File: config.mk
export PLATFORM = sky130hd
export DESIGN_NAME = instr_fetch
export DESIGN_NICKNAME = d
export VERILOG_FILES = /design/src/rtl/definitions.sv /design/src/rtl/sat_counter.sv /design/src/rtl/instr_fetch.sv
export SDC_FILE = /design/constraint.sdc
export NUM_CORES = 1
export LEC_CHECK = 0
export BUFFER_PORTS_ARGS = -buffer_cell sky130_fd_sc_hd__clkbuf_2
export CAP_MARGIN = 20
export CELL_PAD_IN_SITES_DETAIL_PLACEMENT = 0
export CELL_PAD_IN_SITES_GLOBAL_PLACEMENT = 1
export CORE_UTILIZATION = 40
export DETAILED_ROUTE_END_ITERATION = 16
export PLACE_DENSITY_LB_ADDON = 0.25
export SLEW_MARGIN = 20
export SYNTH_ARGS = -nofsm -noshare
export SYNTH_HDL_FRONTEND = slang
export SYNTH_SLANG_ARGS = --single-unit
File: constraint.sdc
create_clock -name Clk -period 5.35 [get_ports Clk]
set_input_delay 0 -clock Clk [delete_from_list [all_inputs] [get_ports Clk]]
set_output_delay 0 -clock Clk [all_outputs]
set_load 0.005 [all_outputs]
File: src/rtl/definitions.sv
// Shared constants and types for the fetch/decode slice.
package definitions;
  localparam int PC_W_DEF       = 10;
  localparam int IMEM_DEPTH_DEF = 1024;
  localparam int CNT_W_DEF      = 16;

  // Opcode field values seen by the control decoder downstream.
  localparam logic [3:0] OP_NOP  = 4'h0;
  localparam logic [3:0] OP_ALU  = 4'h1;
  localparam logic [3:0] OP_LD   = 4'h2;
  localparam logic [3:0] OP_ST   = 4'h3;
  localparam logic [3:0] OP_BR   = 4'h4;
  localparam logic [3:0] OP_HALT = 4'hF;

  typedef enum logic [1:0] {FS_IDLE, FS_ARM, FS_RUN, FS_HALT} fetch_state_t;
endpackage

File: src/rtl/sat_counter.sv
// Saturating up-counter with synchronous clear; clear wins over increment.
module sat_counter #(
  parameter int W = 16
) (
  input  logic         Clk,
  input  logic         Reset,
  input  logic         clr,
  input  logic         inc,
  output logic [W-1:0] count
);
  logic [W-1:0] count_q;

  always_ff @(posedge Clk or posedge Reset) begin
    if (Reset)                        count_q <= '0;
    else if (clr)                     count_q <= '0;
    else if (inc && (count_q != '1))  count_q <= count_q + W'(1);
  end

  assign count = count_q;
endmodule

File: src/rtl/instr_fetch.sv
// PC register and fetch sequencer: Start/Done handshake, branch/stop
// resolution, end-of-memory fault detection and profiling counters.
module instr_fetch
  import definitions::*;
#(
  parameter int PC_W       = PC_W_DEF,
  parameter int IMEM_DEPTH = IMEM_DEPTH_DEF,
  parameter int CNT_W      = CNT_W_DEF
) (
  input  logic             Clk,
  input  logic             Reset,
  input  logic             Start,
  input  logic [PC_W-1:0]  StartAddr,
  input  logic             Stop,
  input  logic             BranchEn,
  input  logic [PC_W-1:0]  Target,
  output logic [PC_W-1:0]  InstrAddr,
  output logic             FetchEn,
  output logic             Done,
  output logic             Fault,
  output logic [CNT_W-1:0] CycleCount,
  output logic [CNT_W-1:0] BranchCount
);
  localparam logic [PC_W-1:0] LAST_PC = PC_W'(IMEM_DEPTH - 1);
  localparam logic [PC_W:0]   DEPTH_X = (PC_W + 1)'(IMEM_DEPTH);

  fetch_state_t    state_q, state_d;
  logic [PC_W-1:0] pc_q, pc_d;
  logic            done_q, done_d, fault_q, fault_d;
  logic            cyc_inc, br_inc;
  logic            tgt_oob;

  // Only reachable when the memory is smaller than the PC address space.
  assign tgt_oob = ({1'b0, Target} >= DEPTH_X);

  always_ff @(posedge Clk or posedge Reset) begin
    if (Reset) begin
      state_q <= FS_IDLE;
      pc_q    <= '0;
      done_q  <= 1'b0;
      fault_q <= 1'b0;
    end else begin
      state_q <= state_d;
      pc_q    <= pc_d;
      done_q  <= done_d;
      fault_q <= fault_d;
    end
  end

  always_comb begin
    state_d = state_q;
    pc_d    = pc_q;
    done_d  = done_q;
    fault_d = fault_q;
    cyc_inc = 1'b0;
    br_inc  = 1'b0;
    if (Start) begin
      state_d = FS_ARM;
      pc_d    = StartAddr;
      done_d  = 1'b0;
      fault_d = 1'b0;
    end else begin
      case (state_q)
        FS_ARM: state_d = FS_RUN;
        FS_RUN: begin
          cyc_inc = 1'b1;
          if (Stop) begin
            state_d = FS_HALT;
            done_d  = 1'b1;
          end else if (BranchEn) begin
            if (tgt_oob) begin
              state_d = FS_HALT;
              done_d  = 1'b1;
              fault_d = 1'b1;
            end else begin
              pc_d   = Target;
              br_inc = 1'b1;
            end
          end else if (pc_q == LAST_PC) begin
            state_d = FS_HALT;
            done_d  = 1'b1;
            fault_d = 1'b1;
          end else begin
            pc_d = pc_q + PC_W'(1);
          end
        end
        default: ;
      endcase
    end
  end

  sat_counter #(.W(CNT_W)) u_cyc_cnt (
    .Clk(Clk), .Reset(Reset), .clr(Start), .inc(cyc_inc), .count(CycleCount)
  );

  sat_counter #(.W(CNT_W)) u_br_cnt (
    .Clk(Clk), .Reset(Reset), .clr(Start), .inc(br_inc), .count(BranchCount)
  );

  assign InstrAddr = pc_q;
  assign FetchEn   = (state_q == FS_RUN);
  assign Done      = done_q;
  assign Fault     = fault_q;
endmodule

=== Word level (Yosys, flattened, before mapping) ===
Cells that the tools add are included.

* Output and inout port bits: 45
* Word-level logic and storage cells: 60
* Input bits: 25
* Bits in registers: 46

* Reduce and logical (&&, ||, !) cells: 12
* Mux-type cells: 28
* Add/sub/neg operators: 3
* Eq/ne operators: 11

{| class="wikitable"
|+ Operator list
! kind !! number
|-
| 2-to-1 mux 16 bit || 4
|-
| 2-to-1 mux 10 bit || 5
|-
| adder 16 x 1 -> 16 bit (second input constant) || 2
|-
| != test 16 bit (second input constant) || 2
|-
| 2-to-1 mux 1 bit || 14
|-
| adder 10 x 1 -> 10 bit (second input constant) || 1
|-
| == test 10 bit (second input constant) || 1
|-
| AND reduction 3 bit || 3
|-
| 2-to-1 mux 2 bit || 4
|-
| nonzero test 2 bit || 4
|-
| != test 3 bit (second input constant) || 2
|-
| nonzero test 3 bit || 2
|-
| != test 2 bit (second input constant) || 2
|-
| != test 4 x 3 -> 1 bit (second input constant) || 1
|-
| != test 4 bit (second input constant) || 1
|-
| case mux 2 bit (2 select lines) || 1
|-
| AND reduction 4 bit || 1
|-
| == test 2 x 1 -> 1 bit (second input constant) || 1
|-
| == test 2 bit (second input constant) || 1
|-
| logical AND 1 bit || 2
|}

=== Depth between registers and ports, before layout ===
Gate-level depths: netlist of run 1.

* Depth after elaboration: 7
* Gate-level depth with buffers: 8
* Depth with buffers taken out: 6

=== By module ===
From an unflattened synthesis of run 1, not the netlist that was laid out.

* Cell total of the unflattened synthesis: 313
* Area, all modules: 2,881.5 µm²

{| class="wikitable"
|+ By module, submodules not included
! module !! sequential area each (µm²) !! area each (µm²) !! times used !! cells an instance
|-
| sat_counter || 400.4 || 932.1 || 2 || 101
|-
| instr_fetch || 350.3 || 1,017.2 || 1 || 111
|}

=== Worst setup path before layout of run 1 ===
Ideal clock, no wire load.

* Path kind: register -> register
* Start point: reg pc_q[0], in the netlist InstrAddr[0]
* End point: reg pc_q[5], in the netlist InstrAddr[5]
* Clock period less this slack: 1.725 ns
* Path buffers: 2
* Data arrival time: 1.584 ns
* Data required time: 5.209 ns
* Setup slack: 3.625 ns
* Stages on the path, launching flop included: 9
* Library setup time: 0.141 ns
* Path through: dfrtp_1 > ha_1 > nand4_1 > nor3_2 > nor2b_1 > buf_2 > buf_6 > o2111ai_1 > o311ai_2

* Word-level cells in the longest chain between the ends: 6
* Elaborated cells between the ends (all ways): 9

{| class="wikitable"
|+ RTL lines
! element !! line !! source
|-
| start: declaration || instr_fetch.sv:28 || <nowiki>logic [PC_W-1:0] pc_q, pc_d;</nowiki>
|-
| start signal: assignment || instr_fetch.sv:44 || <nowiki>pc_q <= pc_d;</nowiki>
|-
| adder 10 x 1 -> 10 bit || instr_fetch.sv:84 || <nowiki>pc_d = pc_q + PC_W'(1);</nowiki>
|-
| 2-to-1 mux 10 bit || instr_fetch.sv:79 || <nowiki>end else if (pc_q == LAST_PC) begin</nowiki>
|-
| 2-to-1 mux 10 bit || instr_fetch.sv:70 || <nowiki>end else if (BranchEn) begin</nowiki>
|-
| 2-to-1 mux 10 bit || instr_fetch.sv:67 || <nowiki>if (Stop) begin</nowiki>
|-
| 2-to-1 mux 10 bit || instr_fetch.sv:63 || <nowiki>case (state_q)</nowiki>
|-
| 2-to-1 mux 10 bit || instr_fetch.sv:57 || <nowiki>if (Start) begin</nowiki>
|}

Several ways; a longest one is shown, not always the timed one. The select of a mux whose other input is x is not followed.
A chain may end at the register's enable or synchronous reset.

=== Final worst setup path of run 1 ===
* Start point: reg u_cyc_cnt.count_q[0], in the netlist u_cyc_cnt.count[0]
* End point: reg u_cyc_cnt.count_q[6], in the netlist u_cyc_cnt.count[6]

* Word-level cells in the longest chain between the ends: 3
* Elaborated cells between the ends (all ways): 6

{| class="wikitable"
|+ RTL lines
! element !! line !! source
|-
| start: declaration || sat_counter.sv:11 || <nowiki>logic [W-1:0] count_q;</nowiki>
|-
| start signal: assignment || sat_counter.sv:16 || <nowiki>else if (inc && (count_q != '1)) count_q <= count_q + W'(1);</nowiki>
|-
| adder 16 x 1 -> 16 bit or != test 16 bit (tied branches) || sat_counter.sv:16 ||
|-
| 2-to-1 mux 16 bit or logical AND 1 bit (tied branches) || sat_counter.sv:16 ||
|-
| 2-to-1 mux 16 bit or nonzero test 2 bit (tied branches) || - ||
|}

Several ways; a longest one is shown, not always the timed one. The select of a mux whose other input is x is not followed.

==> impl_metrics.json, run 1 <==
{
  "hold_class": "in2reg",
  "rows": 29,
  "critPathCaptureType": "flip-flop",
  "hpwl_um": 4442,
  "core_area_mm2": 0.006495,
  "drt_pass1_iterations": 4,
  "synth_common_cells": "dfrtp_1 (46), nor2_1 (35), nand2_1 (29), xnor2_1 (29), inv_1 (15)",
  "synthTopCellsByArea": "dfrtp_1 (42%), xnor2_1 (9.2%), nor2_1 (4.8%)",
  "path_delay_family": "simple AND/OR/NAND/NOR gates",
  "post-place-ws_ns": 2.996,
  "fin_ws_ns": 3.317,
  "clk_pin_slew_ns": 0.09,
  "grt_max_degree": 61,
  "cp_num_cells": 6,
  "cp_max_fo": 13,
  "fp.dieW_um": 85.13,
  "final_max_slew_viol_count": 0,
  "cp.required_ns": 5.51,
  "p_leak_nw": 1.426,
  "syn-cell-area_mm2": 0.002764,
  "crit_type": "reg2reg",
  "tightest_slew_ns": 0.8165,
  "fin_crit_sh": 0.3799,
  "whs_ns": 0.009747,
  "dieArea_mm2": 0.007246,
  "drcViolationCount": 0,
  "grt_pass1_wl_um": 10950,
  "finalSetupViolations": 0,
  "clock_skew_ns": 0.008898,
  "start_util": 0.4255,
  "area_delta_synth_final_pct": 21.50,
  "cts_root_buf": "clkbuf_8",
  "max-clock-path-buffers": 2,
  "yosysWarnings": 0,
  "worstSetupStartpointType": "flip-flop",
  "htree_levels": 2,
  "synth_top_area_cell": "dfrtp_1",
  "max_slew_margin": 0.4557,
  "synth_cells": 294,
  "antenna_found_initial": 0,
  "r2r_cells": 6,
  "insertion_delay_ns": 0.29,
  "worst-path-buf-inv": 0,
  "max-cap-violations": 0,
  "period_minus_slack_ns": 2.033,
  "drive_gt1_frac": 0.2703,
  "syn_nets": 322,
  "ys_ff_latch": 46,
  "synth.most_common_cell": "dfrtp_1",
  "grt.total_usage": 0.1876,
  "peakVddDrop_mv": 0.09185,
  "final.setup.tns_ns": 0,
  "pwr-share-comb": 0.140,
  "pwr-share-seq": 0.546,
  "cts_resized": 0,
  "ys_types": 56,
  "status": "finished clean",
  "netlist.area_leader.share": 0.4165,
  "p_int_mw": 0.5111,
  "cp_data_arrival_time_ns": 2.19,
  "port_buffers": 69,
  "synth_edf_count": 0,
  "fill_cells": 619,
  "avgRoutedWirePerCell_um": 14.47,
  "rsz0062_at_grt": "no",
  "syn_avg_cell_area_um2": 9.401,
  "cts_tree": "done",
  "drt_iter0_drc": 100,
  "async_reset_ff_frac": 1.000,
  "cellPowerDensity_mw_per_mm2": 207.9,
  "fmax_ghz": 0.4920,
  "n_antenna_cell": 0,
  "grt_pass1_vias": 2418,
  "fin_area_mm2": 0.003358,
  "num-nets-final": 397,
  "critPathSlowestCell": "nor4_4",
  "ant_nets": 0,
  "switching_share": 0.2678,
  "cp_slowest_stage_delay_ns": 0.67,
  "vias_per_cell": 5.342,
  "yosysSeqAreaShare": 0.4165,
  "path_cells": "ha_1 -> nand2_1 -> nor4_4 -> a211oi_1 -> xnor2_1 -> nor2_1",
  "clock_power_share": 0.314,
  "whs_path_depth": 3,
  "ys.flop_type": "dfrtp_1",
  "cts_buffers": 5,
  "clkSinkCount": 46,
  "vias": 2388,
  "hold_viol_final": 0,
  "place.gp.congestion": 0.7563,
  "grt_overflow_total": 0,
  "placed_area_mm2": 0.003157,
  "drt_wl_total_um": 6466,
  "p_sw_mw": 0.1870,
  "io_pins": 70,
  "chipHeight_um": 85.13
}
final cells by class:
type	count	area [um2]	share of cell area
flip-flops and latches	46	1151	0.3428
clock inverters	1	5.005	0.001490
inverters	16	61.31	0.01826
clock buffers	7	86.33	0.02571
well taps	77	96.34	0.02869
multi-input cells	219	1498	0.4460
repair buffers	81	460.4	0.1371
worst min-delay path: stages:
cell and delay [ns]:
clkbuf_2 0.12, o31ai_1 0.08, nand2_1 0.06
stage by stage:
step	power, mW	cells	util
4_1_cts	0.7104	447	0.5155
6_report	0.6981	447	0.5170
5_1_grt	0.7371	447	0.5170
3_3_place_gp	0.4789	429	0.4860
3_5_place_dp	0.4829	429	0.4860
2_1_floorplan	0.4426	294	-
power by group through the flow:
stage                     Combinational (mW)  Clock [mW]  Sequential [mW]
after floorplan                       0.0567           0            0.386
after global routing                   0.111       0.242            0.384
after detailed placement              0.0941           0            0.389
after CTS                              0.100       0.229            0.382
after global placement                0.0915           0            0.387
final                                 0.0975       0.219            0.381
routing by layer:
metal / global-route usage / vias to the layer above / part of all wire
li1: - / 1184 / -
met2: 0.3255 / 45 / 0.49
met5: 0 / - / 0
met3: 0.02626 / 6 / 0.029
met4: 0.06163 / 0 / 0.010
met1: 0.2410 / 1153 / 0.47
logic make-up (layout without fill, tap and decap cells):
| family | Yosys count | in the layout | synth area share |
|---|---|---|---|
| simple gates | 121 | 121 | 0.2368 |
| mux | 10 | 10 | 0.03667 |
| flops | 46 | 46 | 0.4165 |
| compound gates | 53 | 53 | 0.1503 |
| fa+ha+maj | 3 | 3 | 0.01358 |
| xor+xnor | 32 | 32 | 0.1014 |
| buf+inv | 29 | 105 | 0.04481 |
what timing repair did:
| item | CTS | global route |
|---|---|---|
| setup endpoints to repair | 0 | 0 |
| hold buffers | 10 | 0 |
| setup buffers | 0 | 0 |
| hold endpoints to repair | 55 | 0 |
registers in the layout, summed over array words and instances (netlist names):
signal	flops
state_q	2
u_br_cnt.count	16
InstrAddr	10
Fault	1
Done	1
u_cyc_cnt.count	16
worst paths after layout:
check,from,end,slack [ns]
min,Stop,state_q[0],0.01
min in group asynchronous,Reset,u_cyc_cnt.count[15],0.36
max,u_cyc_cnt.count[0],u_cyc_cnt.count[6],3.32
max in group asynchronous,Reset,u_cyc_cnt.count[9],4.48
max reg2reg,u_cyc_cnt.count[0],u_cyc_cnt.count[6],3.32
min reg2reg,Fault,Fault,0.53
cell usage in the layout (no fill, tap or decap), drive strengths merged, types with 7 or more instances in the layout:
| cell type | netlist | final |
|---|---|---|
| a21oi | 10 | 10 |
| clkbuf | 7 | 76 |
| mux2i | 9 | 9 |
| nor4 | 7 | 7 |
| xnor2 | 29 | 29 |
| dlygate4sd3 | 0 | 10 |
| nor2 | 37 | 37 |
| nand4 | 8 | 8 |
| nand2 | 30 | 30 |
| o21ai | 15 | 15 |
| dfrtp | 46 | 46 |
| nand3 | 12 | 12 |
| nor3 | 7 | 7 |
| a211oi | 9 | 9 |
| inv | 15 | 14 |
Power figures use the tool's default switching activity.
==> run 2: changes to the inputs <==
==> constraint.sdc (replaced) <==
create_clock -name Clk -period 1.9 [get_ports Clk]
set_input_delay 0 -clock Clk [delete_from_list [all_inputs] [get_ports Clk]]
set_output_delay 0 -clock Clk [all_outputs]
set_load 0.005 [all_outputs]
==> impl_metrics.json, run 2 (synthesis gave the netlist of run 1 again) <==
{
  "status": "finished clean",
  "grt_max_degree": 47,
  "critPathCaptureType": "flip-flop",
  "grt_pass1_vias": 2294,
  "power_mw": 2.137,
  "drive_gt1_frac": 0.2961,
  "ff2ff_setup_slack_ns": 0.12,
  "port_buffers": 69,
  "peakVddDrop_mv": 0.3212,
  "grt_pass1_wl_um": 10970,
  "fin_cells": 462,
  "hpwl_um": 4600,
  "vias_per_cell": 5.247,
  "final.setup.tns_ns": 0,
  "n_antenna_cell": 0,
  "p_leak_nw": 1.506,
  "chipHeight_um": 85.13,
  "hold_viol_final": 0,
  "period_minus_slack_ns": 1.775,
  "drt_wl_total_um": 6509,
  "cp.required_ns": 2.09,
  "cts_tree": "done",
  "core_area_mm2": 0.006495,
  "final_common_cell": "clkbuf_2",
  "rsz0062_at_grt": "no",
  "rows": 29,
  "timing.rr.start": "u_br_cnt.count[0]",
  "fp.dieW_um": 85.13,
  "clk_pin_slew_ns": 0.09,
  "cp-endpoint": "u_br_cnt.count[11]",
  "cellPowerDensity_mw_per_mm2": 606.3,
  "fill_cells": 631,
  "crit_type": "reg2reg",
  "start_util": 0.4255,
  "ant_nets": 0,
  "area_delta_synth_final_pct": 27.52,
  "r2r_cells": 7,
  "fmax_ghz": 0.5633,
  "max_slew_margin": 0.7155,
  "final_max_slew_viol_count": 0,
  "antenna_found_initial": 0,
  "drt_pass1_iterations": 4,
  "max-cap-violations": 0,
  "insertion_delay_ns": 0.30,
  "hold_class": "in2reg",
  "io_pins": 70,
  "dieArea_mm2": 0.007246,
  "max-clock-path-buffers": 2,
  "finalSetupViolations": 0,
  "place_inst": 441,
  "worstSetupStartpointType": "flip-flop",
  "grt_overflow_total": 0,
  "startpoint": "u_br_cnt.count[0]",
  "vias": 2424,
  "avgRoutedWirePerCell_um": 14.09,
  "drcViolationCount": 0,
  "cts_buffers": 5,
  "final_cell_mix": "clkbuf_2 (69), dfrtp_1 (46), nor2_1 (35), xnor2_1 (29), nand2_1 (29)",
  "cts_root_buf": "clkbuf_8",
  "num-nets-final": 413,
  "clock_skew_ns": 0.005589,
  "holdCritStartpoint": "Target[8]",
  "fin_crit_sh": 0.9343,
  "place.gp.congestion": 0.8509,
  "cp_data_arrival_time_ns": 1.96,
  "worst_r2r_endpoint": "u_br_cnt.count[11]",
  "htree_levels": 2,
  "clkSinkCount": 46,
  "cp_max_fo": 5,
  "grt.total_usage": 0.1909,
  "tightest_slew_ns": 0.4263,
  "drt_iter0_drc": 118
}
==> run 2: cell count changes in the layout (fill, tap and decap cells not counted) <==
cell,previous run,this run
buf_4,2,14
buf_12,0,2
clkinv_2,2,0
dlygate4sd3_1,10,12
bufinv_16,0,1
clkbuf_1,1,0
inv_2,0,1
nor2_2,2,1
nor2_4,0,1
nor4_2,2,3
nor4_4,1,0
==> run 2: worst max-delay path, cell delays in order, from the launching register on <==
cell,delay [ns]
dfrtp_1,0.43
ha_1,0.27
nand4_1,0.18
nor2_4,0.07
buf_4,0.14
a2111oi_4,0.35
xnor2_1,0.15
nor2_1,0.06
==> run 2: final cells by class <==
type / count / area, um2 / area share
clock buffer: 6 / 82.58 / 0.02343
clock inverter: 1 / 30.03 / 0.008520
inverter: 16 / 60.06 / 0.01704
multi-input combinational: 219 / 1494 / 0.4239
sequential: 46 / 1151 / 0.3266
tap: 77 / 96.34 / 0.02733
timing repair buffer: 97 / 610.6 / 0.1732
==> run 2: worst min-delay path by stage <==
stage                                     end  slack [ns]  cells past startpoint
after floorplan                  InstrAddr[0]        0.12                      2
after global placement    u_cyc_cnt.count[14]        0.04                      3
after detailed placement  u_cyc_cnt.count[14]        0.04                      3
after CTS                        InstrAddr[8]        0.03                      3
after global routing      u_cyc_cnt.count[12]        0.08                      2
final                            InstrAddr[8]        0.04                      3
==> run 2: stage by stage <==
| stage | hold WS [ns] | area, um2 | worst slack [ns] | utilization |
|---|---|---|---|---|
| finish | 0.03606 | 3525 | 0.1248 | 0.5427 |
| global route | 0.07690 | 3525 | 0.009523 | 0.5427 |
| CTS | 0.03154 | 3505 | 0.1187 | 0.5396 |
| detailed placement | 0.04407 | 3272 | 0.1406 | 0.5038 |
| global placement | 0.03861 | 3272 | 0.2068 | 0.5038 |
| floorplan | 0.1210 | 2764 | 0.1749 | - |
==> run 2: power by group <==
| part | total, mW | switching (mW) | leakage (nW) | internal (mW) |
|---|---|---|---|---|
| Sequential | 1.06 | 0.0402 | 0.617 | 1.02 |
| Combinational | 0.327 | 0.166 | 0.832 | 0.161 |
| Clock | 0.753 | 0.332 | 0.0573 | 0.421 |
| Total | 2.14 | 0.538 | 1.51 | 1.60 |
==> run 2: timing repair <==
action / in CTS / in global routing
endpoints found under the hold margin: 57 / 0
setup endpoints to repair: 0 / 2
gates resized for setup: 0 / 1
buffers inserted: 0 / 2
hold buffers: 12 / 0
==> run 2: layer usage <==
layer,track usage,share of wire
met1,0.2477,0.49
met3,0.03891,0.036
met4,0.05085,0.011
met2,0.3248,0.46
met5,0,0
